`config.mk`:
```
export PLATFORM = sky130hd
export DESIGN_NAME = dunit_ctrl_flat
export DESIGN_NICKNAME = d
export VERILOG_FILES = /design/src/rtl/dunit_pkg.sv /design/src/rtl/dunit_ctrl_if.sv /design/src/rtl/dunit_word_ser.sv /design/src/rtl/dunit_ctrl.sv /design/src/flat_wrapper.sv
export SDC_FILE = /design/constraint.sdc
export NUM_CORES = 1
export LEC_CHECK = 0
export ABC_AREA = 1
export ABC_CLOCK_PERIOD_IN_PS = 2800
export CORE_MARGIN = 2
export CORE_UTILIZATION = 37
export CTS_BUF_LIST = sky130_fd_sc_hd__clkbuf_4 sky130_fd_sc_hd__clkbuf_8
export DETAILED_ROUTE_END_ITERATION = 10
export PLACE_DENSITY_LB_ADDON = 0.12
export SETUP_SLACK_MARGIN = 0.2
export SYNTH_ARGS = -nofsm -noshare
export SYNTH_HDL_FRONTEND = slang
export SYNTH_SLANG_ARGS = --single-unit
```
`constraint.sdc`:
```
create_clock -name i_clk -period 2.8 [get_ports i_clk]
set_clock_uncertainty 0.05 [all_clocks]
set_input_delay 0.56 -clock i_clk [delete_from_list [all_inputs] [get_ports i_clk]]
set_output_delay 0.56 -clock i_clk [all_outputs]
set_load 0.05 [all_outputs]
```
`src/rtl/dunit_pkg.sv`:
```
// Shared definitions for the debug-unit controller: host command bytes,
// status bytes and the controller state encoding.
package dunit_pkg;

   localparam logic [7:0] CMD_LOAD  = 8'h4C;
   localparam logic [7:0] CMD_CONT  = 8'h43;
   localparam logic [7:0] CMD_STEP  = 8'h53;
   localparam logic [7:0] CMD_RSTPC = 8'h52;

   localparam logic [7:0] STAT_ACK  = 8'hAA;
   localparam logic [7:0] STAT_ERR  = 8'hEE;

   typedef enum logic [3:0] {
      ST_IDLE,
      ST_LD_CNT,
      ST_LD_BYTE,
      ST_LD_WR,
      ST_RUN,
      ST_STEP,
      ST_DMP_ADDR,
      ST_DMP_CAP,
      ST_DMP_TX,
      ST_ACK
   } state_t;

   // States in which the controller takes bytes from the host link.
   function automatic logic rx_state(input state_t s);
      return s inside {ST_IDLE, ST_LD_CNT, ST_LD_BYTE};
   endfunction

endpackage

```
`src/rtl/dunit_ctrl_if.sv`:
```
// Host-link and pipeline debug-port signals of the debug unit.
// master: the controller; slave: the UART FIFOs plus the pipeline.
interface dunit_ctrl_if #(
   parameter int NB_REG  = 32,
   parameter int NB_BYTE = 8
);
   logic [NB_BYTE-1:0] i_rx_data;
   logic               i_rx_valid;
   logic               o_rx_ready;
   logic [NB_BYTE-1:0] o_tx_data;
   logic               o_tx_valid;
   logic               i_tx_ready;
   logic               o_dunit_clk_en;
   logic               o_dunit_reset_pc;
   logic               o_dunit_w_mem;
   logic [NB_REG-1:0]  o_dunit_addr;
   logic [NB_REG-1:0]  o_dunit_data_if;
   logic [NB_REG-1:0]  i_dunit_reg;
   logic [NB_REG-1:0]  i_dunit_mem_data;
   logic [NB_REG-1:0]  i_pc;
   logic               i_halt;

   modport master (
      input  i_rx_data, i_rx_valid, i_tx_ready,
      input  i_dunit_reg, i_dunit_mem_data, i_pc, i_halt,
      output o_rx_ready, o_tx_data, o_tx_valid,
      output o_dunit_clk_en, o_dunit_reset_pc, o_dunit_w_mem,
      output o_dunit_addr, o_dunit_data_if
   );

   modport slave (
      output i_rx_data, i_rx_valid, i_tx_ready,
      output i_dunit_reg, i_dunit_mem_data, i_pc, i_halt,
      input  o_rx_ready, o_tx_data, o_tx_valid,
      input  o_dunit_clk_en, o_dunit_reset_pc, o_dunit_w_mem,
      input  o_dunit_addr, o_dunit_data_if
   );
endinterface

```
`src/rtl/dunit_word_ser.sv`:
```
// Word-to-byte serializer: sends a captured word MSB-first over a
// valid/ready byte port; the byte on tx_data holds while stalled.
module dunit_word_ser #(
   parameter int NB_WORD = 32,
   parameter int NB_BYTE = 8
) (
   input  logic               clk,
   input  logic               rst_n,
   input  logic [NB_WORD-1:0] word,
   input  logic               load,
   output logic [NB_BYTE-1:0] tx_data,
   output logic               tx_valid,
   input  logic               tx_ready,
   output logic               last
);
   localparam int N_BYTES = NB_WORD / NB_BYTE;
   localparam int CNT_W   = (N_BYTES > 1) ? $clog2(N_BYTES) : 1;
   localparam logic [CNT_W-1:0] CNT_LAST = CNT_W'(N_BYTES - 1);

   logic [NB_WORD-1:0] sh_q;
   logic [CNT_W-1:0]   cnt_q;
   logic               valid_q;

   // Capture on load, shift one byte out per accepted transfer.
   always_ff @(posedge clk or negedge rst_n) begin
      if (!rst_n) begin
         sh_q    <= '0;
         cnt_q   <= '0;
         valid_q <= 1'b0;
      end else if (load) begin
         sh_q    <= word;
         cnt_q   <= '0;
         valid_q <= 1'b1;
      end else if (valid_q && tx_ready) begin
         sh_q  <= sh_q << NB_BYTE;
         cnt_q <= cnt_q + 1'b1;
         if (cnt_q == CNT_LAST) valid_q <= 1'b0;
      end
   end

   assign tx_valid = valid_q;
   assign tx_data  = valid_q ? sh_q[NB_WORD-1 -: NB_BYTE] : '0;
   assign last     = valid_q && tx_ready && (cnt_q == CNT_LAST);

endmodule

```
`src/rtl/dunit_ctrl.sv`:
```
// Debug-unit controller: decodes host commands to load instruction memory,
// run or single-step the pipeline, and dump PC, registers and data memory.
module dunit_ctrl
   import dunit_pkg::*;
#(
   parameter int NB_REG     = 32,
   parameter int NB_BYTE    = 8,
   parameter int N_REGS     = 32,
   parameter int N_MEM_DUMP = 16,
   parameter int MAX_CYCLES = 1024
) (
   input  logic         i_clk,
   input  logic         i_reset,
   dunit_ctrl_if.master bus
);
   localparam int N_WORDS = 1 + N_REGS + N_MEM_DUMP;
   localparam int IDX_W   = $clog2(N_WORDS + 1);
   localparam int CYC_W   = (MAX_CYCLES > 2) ? $clog2(MAX_CYCLES) : 1;
   localparam logic [CYC_W-1:0] CYC_LAST = CYC_W'(MAX_CYCLES - 1);
   localparam logic [IDX_W-1:0] IDX_LAST = IDX_W'(N_WORDS - 1);

   state_t             state_q, state_d;
   logic               rstpc_cmd;
   logic               rx_fire;
   logic               rx_ready_q;
   logic               reset_pc_q;
   logic [7:0]         cnt_n_q;
   logic [7:0]         k_q;
   logic [1:0]         byte_cnt_q;
   logic [NB_REG-1:0]  shift_q;
   logic [CYC_W-1:0]   cyc_q;
   logic [IDX_W-1:0]   idx_q;
   logic [7:0]         status_q;
   logic [NB_REG-1:0]  dmp_addr;
   logic [NB_REG-1:0]  cap_word;
   logic [NB_REG-1:0]  idx_ext;
   logic [NB_BYTE-1:0] ser_data;
   logic               ser_valid;
   logic               ser_last;

   assign rx_fire = bus.i_rx_valid && rx_ready_q;

   // State register.
   always_ff @(posedge i_clk or negedge i_reset) begin
      if (!i_reset) state_q <= ST_IDLE;
      else          state_q <= state_d;
   end

   // Next-state decode from host bytes, run limits and dump progress.
   always_comb begin
      state_d   = state_q;
      rstpc_cmd = 1'b0;
      case (state_q)
         ST_IDLE: begin
            if (rx_fire) begin
               case (bus.i_rx_data)
                  CMD_LOAD:  state_d = ST_LD_CNT;
                  CMD_CONT:  state_d = ST_RUN;
                  CMD_STEP:  state_d = ST_STEP;
                  CMD_RSTPC: begin
                     state_d   = ST_ACK;
                     rstpc_cmd = 1'b1;
                  end
                  default:   state_d = ST_ACK;
               endcase
            end
         end
         ST_LD_CNT:   if (rx_fire) state_d = (bus.i_rx_data == '0) ? ST_ACK : ST_LD_BYTE;
         ST_LD_BYTE:  if (rx_fire && byte_cnt_q == 2'd3) state_d = ST_LD_WR;
         ST_LD_WR:    state_d = ((k_q + 8'd1) < cnt_n_q) ? ST_LD_BYTE : ST_ACK;
         ST_RUN:      if (bus.i_halt || cyc_q == CYC_LAST) state_d = ST_DMP_ADDR;
         ST_STEP:     state_d = ST_DMP_ADDR;
         ST_DMP_ADDR: state_d = ST_DMP_CAP;
         ST_DMP_CAP:  state_d = ST_DMP_TX;
         ST_DMP_TX:   if (ser_last) state_d = (idx_q == IDX_LAST) ? ST_ACK : ST_DMP_ADDR;
         ST_ACK:      if (bus.i_tx_ready) state_d = ST_IDLE;
         default:     state_d = ST_IDLE;
      endcase
   end

   // Counters, load shift register, status byte and registered strobes.
   always_ff @(posedge i_clk or negedge i_reset) begin
      if (!i_reset) begin
         rx_ready_q <= 1'b0;
         reset_pc_q <= 1'b0;
         cnt_n_q    <= '0;
         k_q        <= '0;
         byte_cnt_q <= '0;
         shift_q    <= '0;
         cyc_q      <= '0;
         idx_q      <= '0;
         status_q   <= '0;
      end else begin
         rx_ready_q <= rx_state(state_d);
         reset_pc_q <= (state_d == ST_LD_WR) || rstpc_cmd;
         case (state_q)
            ST_IDLE: begin
               if (rx_fire) begin
                  status_q <= (state_d == ST_ACK && !rstpc_cmd) ? STAT_ERR : STAT_ACK;
                  cyc_q    <= '0;
               end
            end
            ST_LD_CNT: begin
               if (rx_fire) begin
                  cnt_n_q    <= bus.i_rx_data;
                  k_q        <= '0;
                  byte_cnt_q <= '0;
               end
            end
            ST_LD_BYTE: begin
               if (rx_fire) begin
                  shift_q    <= {shift_q[NB_REG-NB_BYTE-1:0], bus.i_rx_data};
                  byte_cnt_q <= byte_cnt_q + 2'd1;
               end
            end
            ST_LD_WR: begin
               if (state_d == ST_LD_BYTE) k_q <= k_q + 8'd1;
            end
            ST_RUN: begin
               cyc_q <= cyc_q + 1'b1;
               idx_q <= '0;
            end
            ST_STEP:   idx_q <= '0;
            ST_DMP_TX: if (ser_last) idx_q <= idx_q + 1'b1;
            default: ;
         endcase
      end
   end

   // Dump word index 0 is the PC, then registers, then dmem words.
   always_comb begin
      idx_ext  = NB_REG'(idx_q);
      dmp_addr = '0;
      cap_word = bus.i_pc;
      if (idx_q != '0) begin
         if (idx_q <= IDX_W'(N_REGS)) begin
            dmp_addr = idx_ext - NB_REG'(1);
            cap_word = bus.i_dunit_reg;
         end else begin
            dmp_addr = (idx_ext - NB_REG'(N_REGS) - NB_REG'(1)) << 2;
            cap_word = bus.i_dunit_mem_data;
         end
      end
   end

   dunit_word_ser #(
      .NB_WORD (NB_REG),
      .NB_BYTE (NB_BYTE)
   ) u_ser (
      .clk      (i_clk),
      .rst_n    (i_reset),
      .word     (cap_word),
      .load     (state_q == ST_DMP_CAP),
      .tx_data  (ser_data),
      .tx_valid (ser_valid),
      .tx_ready (bus.i_tx_ready),
      .last     (ser_last)
   );

   // Pipeline debug-port address: imem word address on writes, dump address on reads.
   always_comb begin
      bus.o_dunit_addr = '0;
      case (state_q)
         ST_LD_WR:                bus.o_dunit_addr = NB_REG'({k_q, 2'b00});
         ST_DMP_ADDR, ST_DMP_CAP: bus.o_dunit_addr = dmp_addr;
         default: ;
      endcase
   end

   assign bus.o_rx_ready       = rx_ready_q;
   assign bus.o_dunit_reset_pc = reset_pc_q;
   assign bus.o_dunit_w_mem    = (state_q == ST_LD_WR);
   assign bus.o_dunit_clk_en   = (state_q == ST_RUN) || (state_q == ST_STEP);
   assign bus.o_dunit_data_if  = (state_q == ST_LD_WR) ? shift_q : '0;
   assign bus.o_tx_valid       = (state_q == ST_ACK) || ser_valid;
   assign bus.o_tx_data        = (state_q == ST_ACK) ? status_q : ser_data;

endmodule

```
`src/flat_wrapper.sv`:
```
// flat-port wrapper written by rule: the top's interface ports become plain ports
module dunit_ctrl_flat import dunit_pkg::*;
#(
   parameter int NB_REG     = 32,
   parameter int NB_BYTE    = 8,
   parameter int N_REGS     = 32,
   parameter int N_MEM_DUMP = 16,
   parameter int MAX_CYCLES = 1024
)
  (i_clk, i_reset, bus_i_rx_data, bus_i_rx_valid, bus_i_tx_ready, bus_i_dunit_reg, bus_i_dunit_mem_data, bus_i_pc, bus_i_halt, bus_o_rx_ready, bus_o_tx_data, bus_o_tx_valid, bus_o_dunit_clk_en, bus_o_dunit_reset_pc, bus_o_dunit_w_mem, bus_o_dunit_addr, bus_o_dunit_data_if);
  dunit_ctrl_if #(.NB_REG(NB_REG), .NB_BYTE(NB_BYTE)) bus_i ();
  input  logic i_clk;
  input  logic i_reset;
  input wire logic [$bits(bus_i.i_rx_data)-1:0] bus_i_rx_data;
  input wire logic [$bits(bus_i.i_rx_valid)-1:0] bus_i_rx_valid;
  input wire logic [$bits(bus_i.i_tx_ready)-1:0] bus_i_tx_ready;
  input wire logic [$bits(bus_i.i_dunit_reg)-1:0] bus_i_dunit_reg;
  input wire logic [$bits(bus_i.i_dunit_mem_data)-1:0] bus_i_dunit_mem_data;
  input wire logic [$bits(bus_i.i_pc)-1:0] bus_i_pc;
  input wire logic [$bits(bus_i.i_halt)-1:0] bus_i_halt;
  output wire logic [$bits(bus_i.o_rx_ready)-1:0] bus_o_rx_ready;
  output wire logic [$bits(bus_i.o_tx_data)-1:0] bus_o_tx_data;
  output wire logic [$bits(bus_i.o_tx_valid)-1:0] bus_o_tx_valid;
  output wire logic [$bits(bus_i.o_dunit_clk_en)-1:0] bus_o_dunit_clk_en;
  output wire logic [$bits(bus_i.o_dunit_reset_pc)-1:0] bus_o_dunit_reset_pc;
  output wire logic [$bits(bus_i.o_dunit_w_mem)-1:0] bus_o_dunit_w_mem;
  output wire logic [$bits(bus_i.o_dunit_addr)-1:0] bus_o_dunit_addr;
  output wire logic [$bits(bus_i.o_dunit_data_if)-1:0] bus_o_dunit_data_if;
  assign bus_i.i_rx_data = bus_i_rx_data;
  assign bus_i.i_rx_valid = bus_i_rx_valid;
  assign bus_i.i_tx_ready = bus_i_tx_ready;
  assign bus_i.i_dunit_reg = bus_i_dunit_reg;
  assign bus_i.i_dunit_mem_data = bus_i_dunit_mem_data;
  assign bus_i.i_pc = bus_i_pc;
  assign bus_i.i_halt = bus_i_halt;
  assign bus_o_rx_ready = bus_i.o_rx_ready;
  assign bus_o_tx_data = bus_i.o_tx_data;
  assign bus_o_tx_valid = bus_i.o_tx_valid;
  assign bus_o_dunit_clk_en = bus_i.o_dunit_clk_en;
  assign bus_o_dunit_reset_pc = bus_i.o_dunit_reset_pc;
  assign bus_o_dunit_w_mem = bus_i.o_dunit_w_mem;
  assign bus_o_dunit_addr = bus_i.o_dunit_addr;
  assign bus_o_dunit_data_if = bus_i.o_dunit_data_if;
  dunit_ctrl #(.NB_REG(NB_REG), .NB_BYTE(NB_BYTE), .N_REGS(N_REGS), .N_MEM_DUMP(N_MEM_DUMP), .MAX_CYCLES(MAX_CYCLES)) u_core (.i_clk(i_clk), .i_reset(i_reset), .bus(bus_i));
endmodule
```
Word level (Yosys, flattened, before mapping). Index checks and enable logic that the tools add are counted. Widths: inputs -> output; s select.

Register bits: 115. Input bits: 109. Output and inout bits: 77. Word-level logic and storage cells: 120.

Add/sub/neg operators: 8. Order comparisons: 2. Eq/ne operators: 26. Mux-type cells: 40. Reduce and logical (&&, ||, !) cells: 31.

Operators by type and width (count): $mux 32 (7); $pmux 32 s2 (1); $pmux 4 s10 (1); $mux 4 (9); $eq 8x7->1 const B (4); $mux 8 (4); $sub 30x1->30 const B (1); $pmux 10 s2 (1); $eq 4x2->1 const B (4); $eq 4x3->1 const B (4); $pmux 8 s2 (1); $eq 4x4->1 const B (3); $pmux 4 s3 (1); $pmux 6 s2 (1); $reduce_and 2->1 (6); $reduce_bool 2->1 (6); $add 10x1->10 const B (1); $eq 10x10->1 const B (1); $mux 10 (1); $ne 2x1->1 const B (5); $add 8x1->8 const B (1); $eq 4x1->1 const B (2); $logic_not 4->1 (2); $logic_not 8->1 (1); 20 further kinds (39).

Depth between registers and ports, before layout.
Depth in word-level cells: 7. Gate-level depth with buffers: 16. Depth with buffers taken out: 16.

Modules after synthesis. A second synthesis with hierarchy kept.

Cells, all modules: 994. Area total of the unflattened synthesis: 6867.8 µm².

By module, submodules not included: dunit_ctrl (instances 1, cells an instance 750, area an instance 5022.3 µm², seq. area each 1851.8 µm²); dunit_word_ser (instances 1, cells an instance 244, area an instance 1845.5 µm², seq. area each 875.8 µm²).

Least setup slack after synthesis. OpenSTA, ideal clock, no wires.

Path kind: flip-flop to output port. Start: register u_core.idx_q[0]. End: output port bus_o_dunit_addr[23]. Arrival: 2605 ps. Data required time: 2190 ps. Path slack: -415 ps. Stages on the path, launching flop included: 9. Buffers on the path: 2. Cells stage by stage: dfrtp_1 -> inv_1 -> ha_1 -> nand2_1 -> nor3_1 -> o21ai_4 -> buf_6 -> a21oi_1 -> buf_4.

Longest elaborated chain between the ends: 5. Elaborated cells between the ends (all ways): 8. Those cells by class: add/sub: 3; order compare: 1; mux: 3; reduce/logical: 1.

Ends and longest elaborated chain: start: declaration (line dunit_ctrl.sv:32) `logic [IDX_W-1:0] idx_q;`; start signal: assignment (line dunit_ctrl.sv:124) `ST_DMP_TX: if (ser_last) idx_q <= idx_q + 1'b1;`; $sub 6x6->7 (line dunit_ctrl.sv:140) `dmp_addr = (idx_ext - NB_REG'(N_REGS) - NB_REG'(1)) << 2;`; $sub 30x1->30 (line dunit_ctrl.sv:140); $mux 32 (line dunit_ctrl.sv:136) `if (idx_q <= IDX_W'(N_REGS)) begin`; $mux 32 (*) (line dunit_ctrl.sv:135) `if (idx_q != '0) begin`; $pmux 32 s2 (*) (line dunit_ctrl.sv:163) `case (state_q)`; end: declaration (line flat_wrapper.sv:27) `output wire logic [$bits(bus_i.o_dunit_addr)-1:0] bus_o_dunit_addr;`.

Every way passes the cells marked *; elsewhere a longest branch is shown, timed or not.

Worst setup path after layout.
Start: register u_core.idx_q[1]. End: output port bus_o_dunit_addr[5].

Same word-level chain as after synthesis.

==> run metrics <==
Final period util 1.01; register area 0.00273 mm^2; Slew @ Worst Pin 627 ps; Net Count, Synth 1092; share of layout cells above drive strength 1 0.222; most common library cells after synthesis nand2_1 (239), nor2_1 (164), dfrtp_1 (109); DRC Markers 0; Pwr Density 597 mW/mm^2; Yosys top cell area share 0.409; fin worst setup slack -26.2 ps; Starting Density 0.374; Synth Instances 963; hold endpoint u_core.status_q[5]; worst reg2reg path endpoint u_core.status_q[6]; Yosys reg bits 109; first-pass GRT wire length 33400 um; Detailed Place HPWL 13500 um; Synth cell types 36; top area cells in the synthesized netlist dfrtp_1 (41%), nand2_1 (13%), nor2_1 (9.2%), o21ai_0 (5.9%), inv_1 (5.6%); M3 GR Usage 0.0426; Design Area, Final 0.0105 mm^2; ys flop type dfrtp_1; Post-layout nets 1308; met2 Use GR 0.346; drt wl/cell 15.0 um; Reg power frac 0.375; GR Overflow Total 0; M1 GR Usage 0.283; TritonCTS Buffers 9; Seq/Total Area, Yosys 0.409; Max Transition Viols Final 0; fillers 1608; top-count cell post-synth nand2_1; Fmax 354 MHz; reg2reg setup slack 250 ps; diode count 0; crit path launch type register; footprint of the multi-input gates 0.00376 mm^2; Max VDD drop 0.000409 V; post-route ant nets 0; Comb pwr share 0.470; largest net degree at the start of global routing 65; hold path start u_core.status_q[5]; Pleak 4.78 nW; I/O pin cnt 186; # rows 49; switching share of power 0.426; Clk pin slew, worst setup/hold paths 110 ps; port bufs 185; Avg Inst Size Synth 6.93 um^2; clock share of power 0.155; vias in the first global route 6618; Hold Path Depth 2; Post-Layout Cell Count 1413; Post-synth ARST share 1.00; Post-synth EDFFs 0; Max-slew headroom 0.582; gpl congestion 0.820; Crit Path Category reg -> out; die area 0.0191 mm^2; CP max FO 2; antenna violations before repair 0; Worst Hold Class reg -> reg; synth warn 0; CP Capture Type output pin; max_cap viols 0; endpoints failing setup 6; Placed Instances 1341; deepest clock path buffer count 2; chip height 138 um; failing checks negative setup slack; Core Region 0.0178 mm^2; post-synthesis cell type with the largest combined area dfrtp_1; CP arrival 2220 ps; internal power 3.59 mW; H-tree lvl count 3; final hold violation count 0; die width 138 um; minimum clock period 2830 ps; TritonCTS clock tree built; critical path data required time 2190 ps; CTS sink count 109; NetSw 2.66 mW; Cell Area, Synth 0.00667 mm^2; Worst-Skew Late Latency 390 ps; status finished, violations left; Worst R2R Start u_core.idx_q[2]; post-placement cell area 0.00907 mm^2; Most Used Layer, Global Route met2; total number of vias 6942; via/cell ratio 4.91; DRT iter0 DRCs 424; Initial DRT Pass Iterations 5; area delta synth->final 57.2%; CTS Root Cell clkbuf_8; final wirelength 21200 um; r2r worst-path depth 21; unrepaired setup endpoints after global routing yes; total track usage 0.214
## per-stage QoR
step / hold WS, ps / total power [mW] / setup TNS [ps] / setup WS, ps / util
finish: 433 / 6.26 / -78.3 / -26.2 / 0.588
global route: 469 / 6.76 / -1450 / -84.7 / 0.588
CTS: 434 / 6.07 / 0 / 46.2 / 0.571
detailed placement: 401 / 4.86 / 0 / 95.2 / 0.508
global placement: 403 / 4.82 / 0 / 149 / 0.508
floorplan: 214 / 4.08 / -22.7 / -11.3 / -
## power groups by stage
stage          clock, mW  sequential [mW]  combinational [mW]
2_1_floorplan          0             2.32                1.76
3_3_place_gp           0             2.36                2.46
3_5_place_dp           0             2.38                2.48
4_1_cts            0.983             2.34                2.75
5_1_grt             1.05             2.42                3.28
6_report           0.970             2.35                2.94
## state kept, by name, indices dropped and copies added (netlist names)
name / flops
u_core.byte_cnt_q: 2
u_core.u_ser.tx_valid: 1
u_core.u_ser.sh_q: 32
u_core.bus.o_dunit_reset_pc: 1
u_core.status_q: 2
u_core.u_ser.cnt_q: 2
u_core.cnt_n_q: 8
u_core.state_q: 4
u_core.idx_q: 6
u_core.bus.o_rx_ready: 1
u_core.cyc_q: 10
u_core.shift_q: 32
u_core.k_q: 8
## routing by layer
layer  share of wire  vias to the layer above
met5               0                        -
met4           0.035                        0
met3           0.056                       50
met2            0.47                      257
met1            0.44                     3141
li1                -                     3494
## cell usage in the layout (no fill, tap or decap), drive strengths merged, types with 2 or more instances in the layout
cell | synthesis | final
nor2 | 172 | 172
nand2 | 243 | 243
dfrtp | 109 | 109
nor3 | 9 | 9
o211ai | 8 | 8
clkinv | 1 | 4
ha | 20 | 20
clkbuf | 15 | 16
xor2 | 7 | 7
inv | 109 | 109
o22ai | 6 | 6
a31oi | 2 | 2
o21ai | 89 | 89
buf | 36 | 138
a21oi | 49 | 49
nand4 | 6 | 6
nand3 | 73 | 73
clkdlybuf4s50 | 0 | 109
bufbuf | 0 | 4
## area by class of cell
type / instances / share of cell area
clock inverter: 3 / 0.00179
clock buffer: 13 / 0.0165
tap: 229 / 0.0273
inverter: 110 / 0.0415
multi-input combinational: 693 / 0.359
timing repair buffer: 256 / 0.294
sequential: 109 / 0.261
## cell families after synthesis
family | synth area share
xor gates and xnor gates | 0.0105
buffers and inverters | 0.103
AOI/OAI and AO/OA | 0.131
DFF | 0.409
and+or+nand+nor | 0.309
adders and majority gates | 0.0375
## how the worst max path moves through the flow
stage | slack [ps] | endpoint | startpoint | depth (start not counted)
after CTS | 50 | bus_o_dunit_addr[4] | u_core.idx_q[1] | 13
after global placement | 150 | bus_o_dunit_addr[4] | u_core.idx_q[0] | 11
final | -30 | bus_o_dunit_addr[5] | u_core.idx_q[1] | 9
after detailed placement | 100 | bus_o_dunit_addr[4] | u_core.idx_q[0] | 11
after floorplan | -10 | bus_o_dunit_addr[25] | u_core.idx_q[0] | 10
after global routing | -80 | bus_o_dunit_addr[4] | u_core.idx_q[1] | 13
## worst max-delay path: stages (launching register included)
cell and delay, ps:
dfrtp_1 450, buf_4 180, nor3_4 230, buf_6 150
nand2_4 70, ha_4 240, a21oi_2 130, nand2_1 90
o21ai_2 100, buf_12 170
## what timing repair did
action / 4_1_cts / 5_1_grt
setup endpoints to repair: 68 / 78
cloned: 8 / 0
buffers inserted: 35 / 12
endpoints found under the hold margin: 15 / 0
hold buffers: 1 / 0
resized for setup: 104 / 57
pin swaps: 17 / 20
Power figures use the tool's default switching activity.
